## config.mk

```make
export PLATFORM = sky130hd
export DESIGN_NAME = fetch_unit
export DESIGN_NICKNAME = d
export VERILOG_FILES = /design/src/rtl/cpu_pkg.sv /design/src/rtl/fetch_unit.sv
export SDC_FILE = /design/constraint.sdc
export NUM_CORES = 1
export LEC_CHECK = 0
export BUFFER_PORTS_ARGS = -buffer_cell sky130_fd_sc_hd__buf_2
export CORE_UTILIZATION = 53
export CTS_CLUSTER_SIZE = 14
export DETAILED_ROUTE_END_ITERATION = 12
export GPL_TIMING_DRIVEN = 0
export PLACE_DENSITY = 0.85
export SKIP_LAST_GASP = 1
export SLEW_MARGIN = 25
export SYNTH_ARGS = -nofsm -noshare
export SYNTH_HDL_FRONTEND = slang
export SYNTH_SLANG_ARGS = --single-unit
```

## constraint.sdc

```tcl
create_clock -name CLK -period 7.8 [get_ports CLK]
set_clock_uncertainty 0.1 [all_clocks]
set_input_delay 0.78 -clock CLK [delete_from_list [all_inputs] [get_ports CLK]]
set_output_delay 0.78 -clock CLK [all_outputs]
set_load 0.02 [all_outputs]
```

## src/rtl/cpu_pkg.sv

```systemverilog
// Shared CPU-wide constants and the F-stage bundle type handed to the IF/ID register.
package cpu_pkg;

  localparam int unsigned AW         = 32;
  localparam int unsigned IW         = 48;
  localparam logic [AW-1:0] RESET_PC = '0;
  localparam int unsigned IMEM_WORDS = 5;
  localparam int unsigned CNT_W      = 16;

  // All-zero word is what IF/ID injects when it flushes a bubble.
  localparam logic [IW-1:0] NOP = '0;

  typedef struct packed {
    logic [IW-1:0] instr;
    logic [AW-1:0] pc;
    logic          valid;
  } fetch_bundle_t;

endpackage

```

## src/rtl/fetch_unit.sv

```systemverilog
// Instruction-fetch stage: owns the PC, addresses the synchronous ROM and re-aligns
// the returned word with the PC that produced it.
module fetch_unit #(
  parameter int unsigned   AW         = cpu_pkg::AW,
  parameter int unsigned   IW         = cpu_pkg::IW,
  parameter logic [AW-1:0] RESET_PC   = AW'(cpu_pkg::RESET_PC),
  parameter int unsigned   IMEM_WORDS = cpu_pkg::IMEM_WORDS,
  parameter int unsigned   CNT_W      = cpu_pkg::CNT_W
) (
  input  logic             CLK,
  input  logic             Reset,
  input  logic             StallF,
  input  logic             BranchE,
  input  logic [AW-1:0]    BranchTargetE,
  output logic [AW-1:0]    ImemAddr,
  input  logic [IW-1:0]    ImemInstr,
  output logic [IW-1:0]    InstrF,
  output logic [AW-1:0]    PCF,
  output logic             ValidF,
  output logic             MisalignedE,
  output logic [CNT_W-1:0] FetchCount
);

  logic [AW-1:0]    pc_q, pc_d;
  logic [AW-1:0]    pend_pc_q, pend_pc_d;
  logic             pend_valid_q, pend_valid_d;
  logic [CNT_W-1:0] cnt_q, cnt_d;
  logic             mis_q, mis_d;

  logic [AW-1:0]    tgt;
  logic [AW-1:0]    imem_addr;
  logic             valid_f;

  function automatic logic in_range(input logic [AW-1:0] addr);
    return (addr >> 2) < AW'(IMEM_WORDS);
  endfunction

  assign tgt = {BranchTargetE[AW-1:2], 2'b00};

  // Priority is BranchE > StallF > sequential for both the ROM address and state update.
  always_comb begin
    // NOTE: every signal assigned here gets a default first so no path infers a latch.
    pc_d         = pc_q;
    pend_pc_d    = pend_pc_q;
    pend_valid_d = pend_valid_q;
    mis_d        = 1'b0;
    imem_addr    = pc_q;

    if (BranchE) begin
      imem_addr    = tgt;
      pend_pc_d    = tgt;
      pend_valid_d = in_range(tgt);
      pc_d         = tgt + AW'(4);
      mis_d        = |BranchTargetE[1:0];
    end else if (StallF) begin
      // Re-reading the pending address keeps the ROM output, and so InstrF, steady.
      imem_addr    = pend_pc_q;
    end else begin
      pend_pc_d    = pc_q;
      pend_valid_d = in_range(pc_q);
      pc_d         = pc_q + AW'(4);
    end

    if (Reset) begin
      imem_addr = RESET_PC;
    end
  end

  // The word on the bus during a redirect belongs to the wrong path.
  assign valid_f = pend_valid_q && !BranchE && !Reset;
  assign cnt_d   = cnt_q + CNT_W'(valid_f && !StallF);

  always_ff @(posedge CLK or posedge Reset) begin
    if (Reset) begin
      pc_q         <= RESET_PC;
      pend_pc_q    <= RESET_PC;
      pend_valid_q <= 1'b0;
      cnt_q        <= '0;
      mis_q        <= 1'b0;
    end else begin
      // NOTE: non-blocking assignments so every flop samples pre-edge values.
      pc_q         <= pc_d;
      pend_pc_q    <= pend_pc_d;
      pend_valid_q <= pend_valid_d;
      cnt_q        <= cnt_d;
      mis_q        <= mis_d;
    end
  end

  assign ImemAddr    = imem_addr;
  assign InstrF      = ImemInstr;
  assign PCF         = pend_pc_q;
  assign ValidF      = valid_f;
  assign MisalignedE = mis_q;
  assign FetchCount  = cnt_q;

endmodule

```

==> flow_metrics.env <==
export IMPL_status="finished, final reports clean"
export IMPL_synth_ff_type="dfrtp_1"
export IMPL_fillers=782
export IMPL_cts_path_max_buffers=2
export IMPL_setup_viol=0
export IMPL_ant_nets=0
export IMPL_avgSynthCellArea_um2=9.12
export IMPL_vdd_drop_max_v=0.0000926
export IMPL_drv_slew=0
export IMPL_numCtsBuffers=9
export IMPL_instances_no_fill=884
export IMPL_period_needed_ns=4.63
export IMPL_via_per_inst=5.69
export IMPL_synth_distinct_cells=48
export IMPL_fmax_ghz=0.216
export IMPL_ios=214
export IMPL_wl_mm=15.4
export IMPL_ys_warn_count=0
export IMPL_required_ns=7.93
export IMPL_nets=837
export IMPL_worstSkewPairLatency_ns=0.36
export IMPL_synth_edf_count=0
export IMPL_critical_path_class="in -> reg"
export IMPL_syn_area_mm2=0.00525
export IMPL_hold_path_class="reg -> reg"
export IMPL_postCtsSetupBuffers=0
export IMPL_die_height_um=101
export IMPL_crit_slowest_cell="nor3_1"
export IMPL_power_mw=1.11
export IMPL_floorplan_rows=35
export IMPL_io_buffer_count=162
export IMPL_arrival_ns=4.75
export IMPL_clkTransAtPathRegs_ns=0.09
export IMPL_fp_dieW_um=101
export IMPL_grt_max_degree=41
export IMPL_ys_seq_area_share_pct=38.2
export IMPL_slowest_delay_ns=0.47
export IMPL_core_area_mm2=0.00942
export IMPL_fin_crit_sh_pct=59.3
export IMPL_route_detailed_drc=0
export IMPL_max_slew_margin_pct=31.1
export IMPL_setup_worst_path_start_class="input port"
export IMPL_ys_ff_latch=80
export IMPL_vias=5032
export IMPL_maxCapViolCount=0
export IMPL_crit_family="buffers and inverters"
export IMPL_antenna_found_initial=0
export IMPL_dpl_cell_area_mm2=0.00626
export IMPL_power_density_mw_per_mm2=171
export IMPL_dieArea_mm2=0.0103
export IMPL_drive_gt1_share_pct=32.2
export IMPL_diodes=0
export IMPL_grt_pass1_wl_mm=24.2
export IMPL_syn_nets=662
export IMPL_wl_met1_mm=6.26
export IMPL_place_gp_congestion=0.906
export IMPL_placed_cells=868
export IMPL_routed_top_layer="met4"
export IMPL_utilization_pct=68.8
export IMPL_track_usage_pct=30.7
export IMPL_gr_total_overflow=0
export IMPL_hold_viol=0
export IMPL_cts_tree="yes"
export IMPL_wl_met3_mm=1.09
export IMPL_clkSinkCount=80
export IMPL_avgRoutedWirePerCell_um=17.4
export IMPL_postLayoutCellArea_mm2=0.00647
export IMPL_rsz0062_at_grt="no"
export IMPL_cts_root_buffer_cell="clkbuf_8"
export IMPL_first_pass_iters=5
export IMPL_met2_length_mm=7.45
export IMPL_cpMostUsedCell="buf_2"
export IMPL_grt_pass1_vias=4771
export IMPL_tightest_slew_ns=1.03
export IMPL_leakage_nw=3.18
export IMPL_path_cells="buf_6, buf_2, buf_2, buf_2, buf_2, buf_2, clkbuf_1, o21ai_0, ha_1, nand3_1, nor3_1, o2111ai_1, clkbuf_1, nor4_1, xnor2_1, mux2i_1"
export IMPL_fin_tns_setup_ns=0
export IMPL_drt_iter0_markers=334
export IMPL_async_reset_ff_share_pct=100
export IMPL_post_dp_hpwl_mm=11.6
export IMPL_postCtsHoldBufs=0
export IMPL_area_growth_pct=23.4
export IMPL_cts_max_level=3
export IMPL_postSynthCellCount=575
export IMPL_worstSetupEndpointType="flip-flop"
export IMPL_start_util_pct=55.7
export IMPL_ctsResizeCount=0
export IMPL_critPathBufInv=8
export IMPL_crit_fanout=10
[cells by family (layout without fill, tap and decap cells)]
family                     after synthesis  count (layout)  share of synthesized area [%]
and+or+nand+nor                        213             213                           22.4
buffers and inverters                   90             270                           10.2
DFF                                     80              80                           38.2
AOI/OAI and AO/OA                       77              77                           8.61
xor gates and xnor gates                61              61                           10.2
muxes                                   51              51                           9.78
adders and majority gates                3               3                          0.716
[cells in the mapped netlist, drive strengths merged (3+ instances only)]
| cell type | count | share of area, % |
|---|---|---|
| a211oi | 3 | 0.43 |
| a21oi | 8 | 0.76 |
| a22oi | 3 | 0.43 |
| and2 | 33 | 3.9 |
| and3 | 12 | 1.4 |
| buf | 57 | 7.8 |
| clkbuf | 20 | 1.5 |
| dfrtp | 80 | 38 |
| ha | 3 | 0.72 |
| inv | 13 | 0.93 |
| mux2i | 49 | 9.3 |
| nand2 | 53 | 3.8 |
| nand3 | 23 | 2.2 |
| nand3b | 7 | 1.5 |
| nand4 | 14 | 2.0 |
| nand4b | 5 | 1.1 |
| nor2 | 27 | 1.9 |
| nor2b | 3 | 0.36 |
| nor3 | 14 | 1.3 |
| nor3b | 3 | 0.43 |
| nor4 | 16 | 2.0 |
| o21ai | 45 | 4.3 |
| xnor2 | 41 | 6.8 |
| xor2 | 20 | 3.3 |
[stage by stage]
stage	setup WS [ns]	hold WS, ns
6_report	3.17	0.382
5_1_grt	2.99	0.408
4_1_cts	3.32	0.390
3_5_place_dp	2.96	0.373
3_3_place_gp	1.84	0.354
2_1_floorplan	3.09	0.343
[registers in the layout (all words and copies together) (netlist names)]
name and cells:
MisalignedE 1, pend_valid_q 1, pc_q 30, PCF 32, FetchCount 16
[worst reg2reg max path: stages, from the launching register on]
cell,delay [ns]
dfrtp_1,0.49
inv_1,0.06
o21ai_0,0.25
ha_1,0.32
nand3_1,0.18
nor3_1,0.47
o2111ai_1,0.24
clkbuf_1,0.32
nor4_1,0.46
xnor2_1,0.18
mux2i_1,0.09
[power by group]
group          switching (mW)  internal (mW)  total [mW]
Sequential             0.0439          0.450       0.494
Clock                   0.171          0.161       0.333
Combinational           0.170          0.114       0.284
[final cells by class]
| class | instances | area, µm² | area share [%] |
|---|---|---|---|
| Multi-Input combinational cell | 405 | 2710 | 41.9 |
| Timing Repair Buffer | 164 | 851 | 13.1 |
| Sequential cell | 80 | 2000 | 30.9 |
| Clock buffer | 10 | 138 | 2.13 |
| Clock inverter | 6 | 73.8 | 1.14 |
| Inverter | 13 | 48.8 | 0.754 |
| Buffer | 77 | 488 | 7.54 |
| Tap cell | 129 | 161 | 2.49 |
[layout by cell type (no fill, tap or decap), types with 3 or more instances in the layout]
| master | synthesis | layout |
|---|---|---|
| nor3b_1 | 3 | 3 |
| and3_1 | 12 | 12 |
| a211oi_1 | 3 | 3 |
| inv_6 | 0 | 3 |
| inv_1 | 13 | 13 |
| nand2_1 | 53 | 53 |
| clkbuf_8 | 0 | 10 |
| nor3_1 | 14 | 14 |
| xor2_1 | 20 | 20 |
| dfrtp_1 | 80 | 80 |
| nand4b_1 | 4 | 4 |
| buf_1 | 3 | 3 |
| o21ai_0 | 45 | 45 |
| buf_4 | 48 | 48 |
| nor2_1 | 27 | 27 |
| mux2i_1 | 49 | 49 |
| nor2b_1 | 3 | 3 |
| nand3_1 | 23 | 23 |
| nor4_1 | 15 | 15 |
| nand4_1 | 13 | 13 |
| nand3b_1 | 5 | 5 |
| xnor2_1 | 41 | 41 |
| buf_2 | 5 | 167 |
| ha_1 | 3 | 3 |
| a21oi_1 | 8 | 8 |
| and2_1 | 33 | 33 |
| clkbuf_1 | 19 | 18 |
| a22oi_1 | 3 | 3 |
[final timing paths]
path                                          start                  endpoint  slack (ns)  cells after the start
hold / removal             FetchCount[15]$_DFF_PP0_  FetchCount[15]$_DFF_PP0_        0.38                      1
min in group asynchronous                     Reset   FetchCount[1]$_DFF_PP0_        0.55                      3
max in group asynchronous                     Reset      pc_q[21]$_DFFE_PP0P_        6.31                      5
setup reg to reg                pc_q[2]$_DFFE_PP0P_      pc_q[30]$_DFFE_PP0P_        4.49                     10
hold reg to reg            FetchCount[15]$_DFF_PP0_  FetchCount[15]$_DFF_PP0_        0.38                      1
setup / recovery                            BranchE      pc_q[30]$_DFFE_PP0P_        3.17                     16
[per-layer routing]
| layer | GRT usage [%] | up-vias |
|---|---|---|
| li1 | - | 2302 |
| met1 | 39.8 | 2396 |
| met2 | 50.8 | 283 |
| met3 | 3.66 | 51 |
| met4 | 15.8 | 0 |
| met5 | 0 | - |
Note: power is estimated with default switching activity, not from simulation.
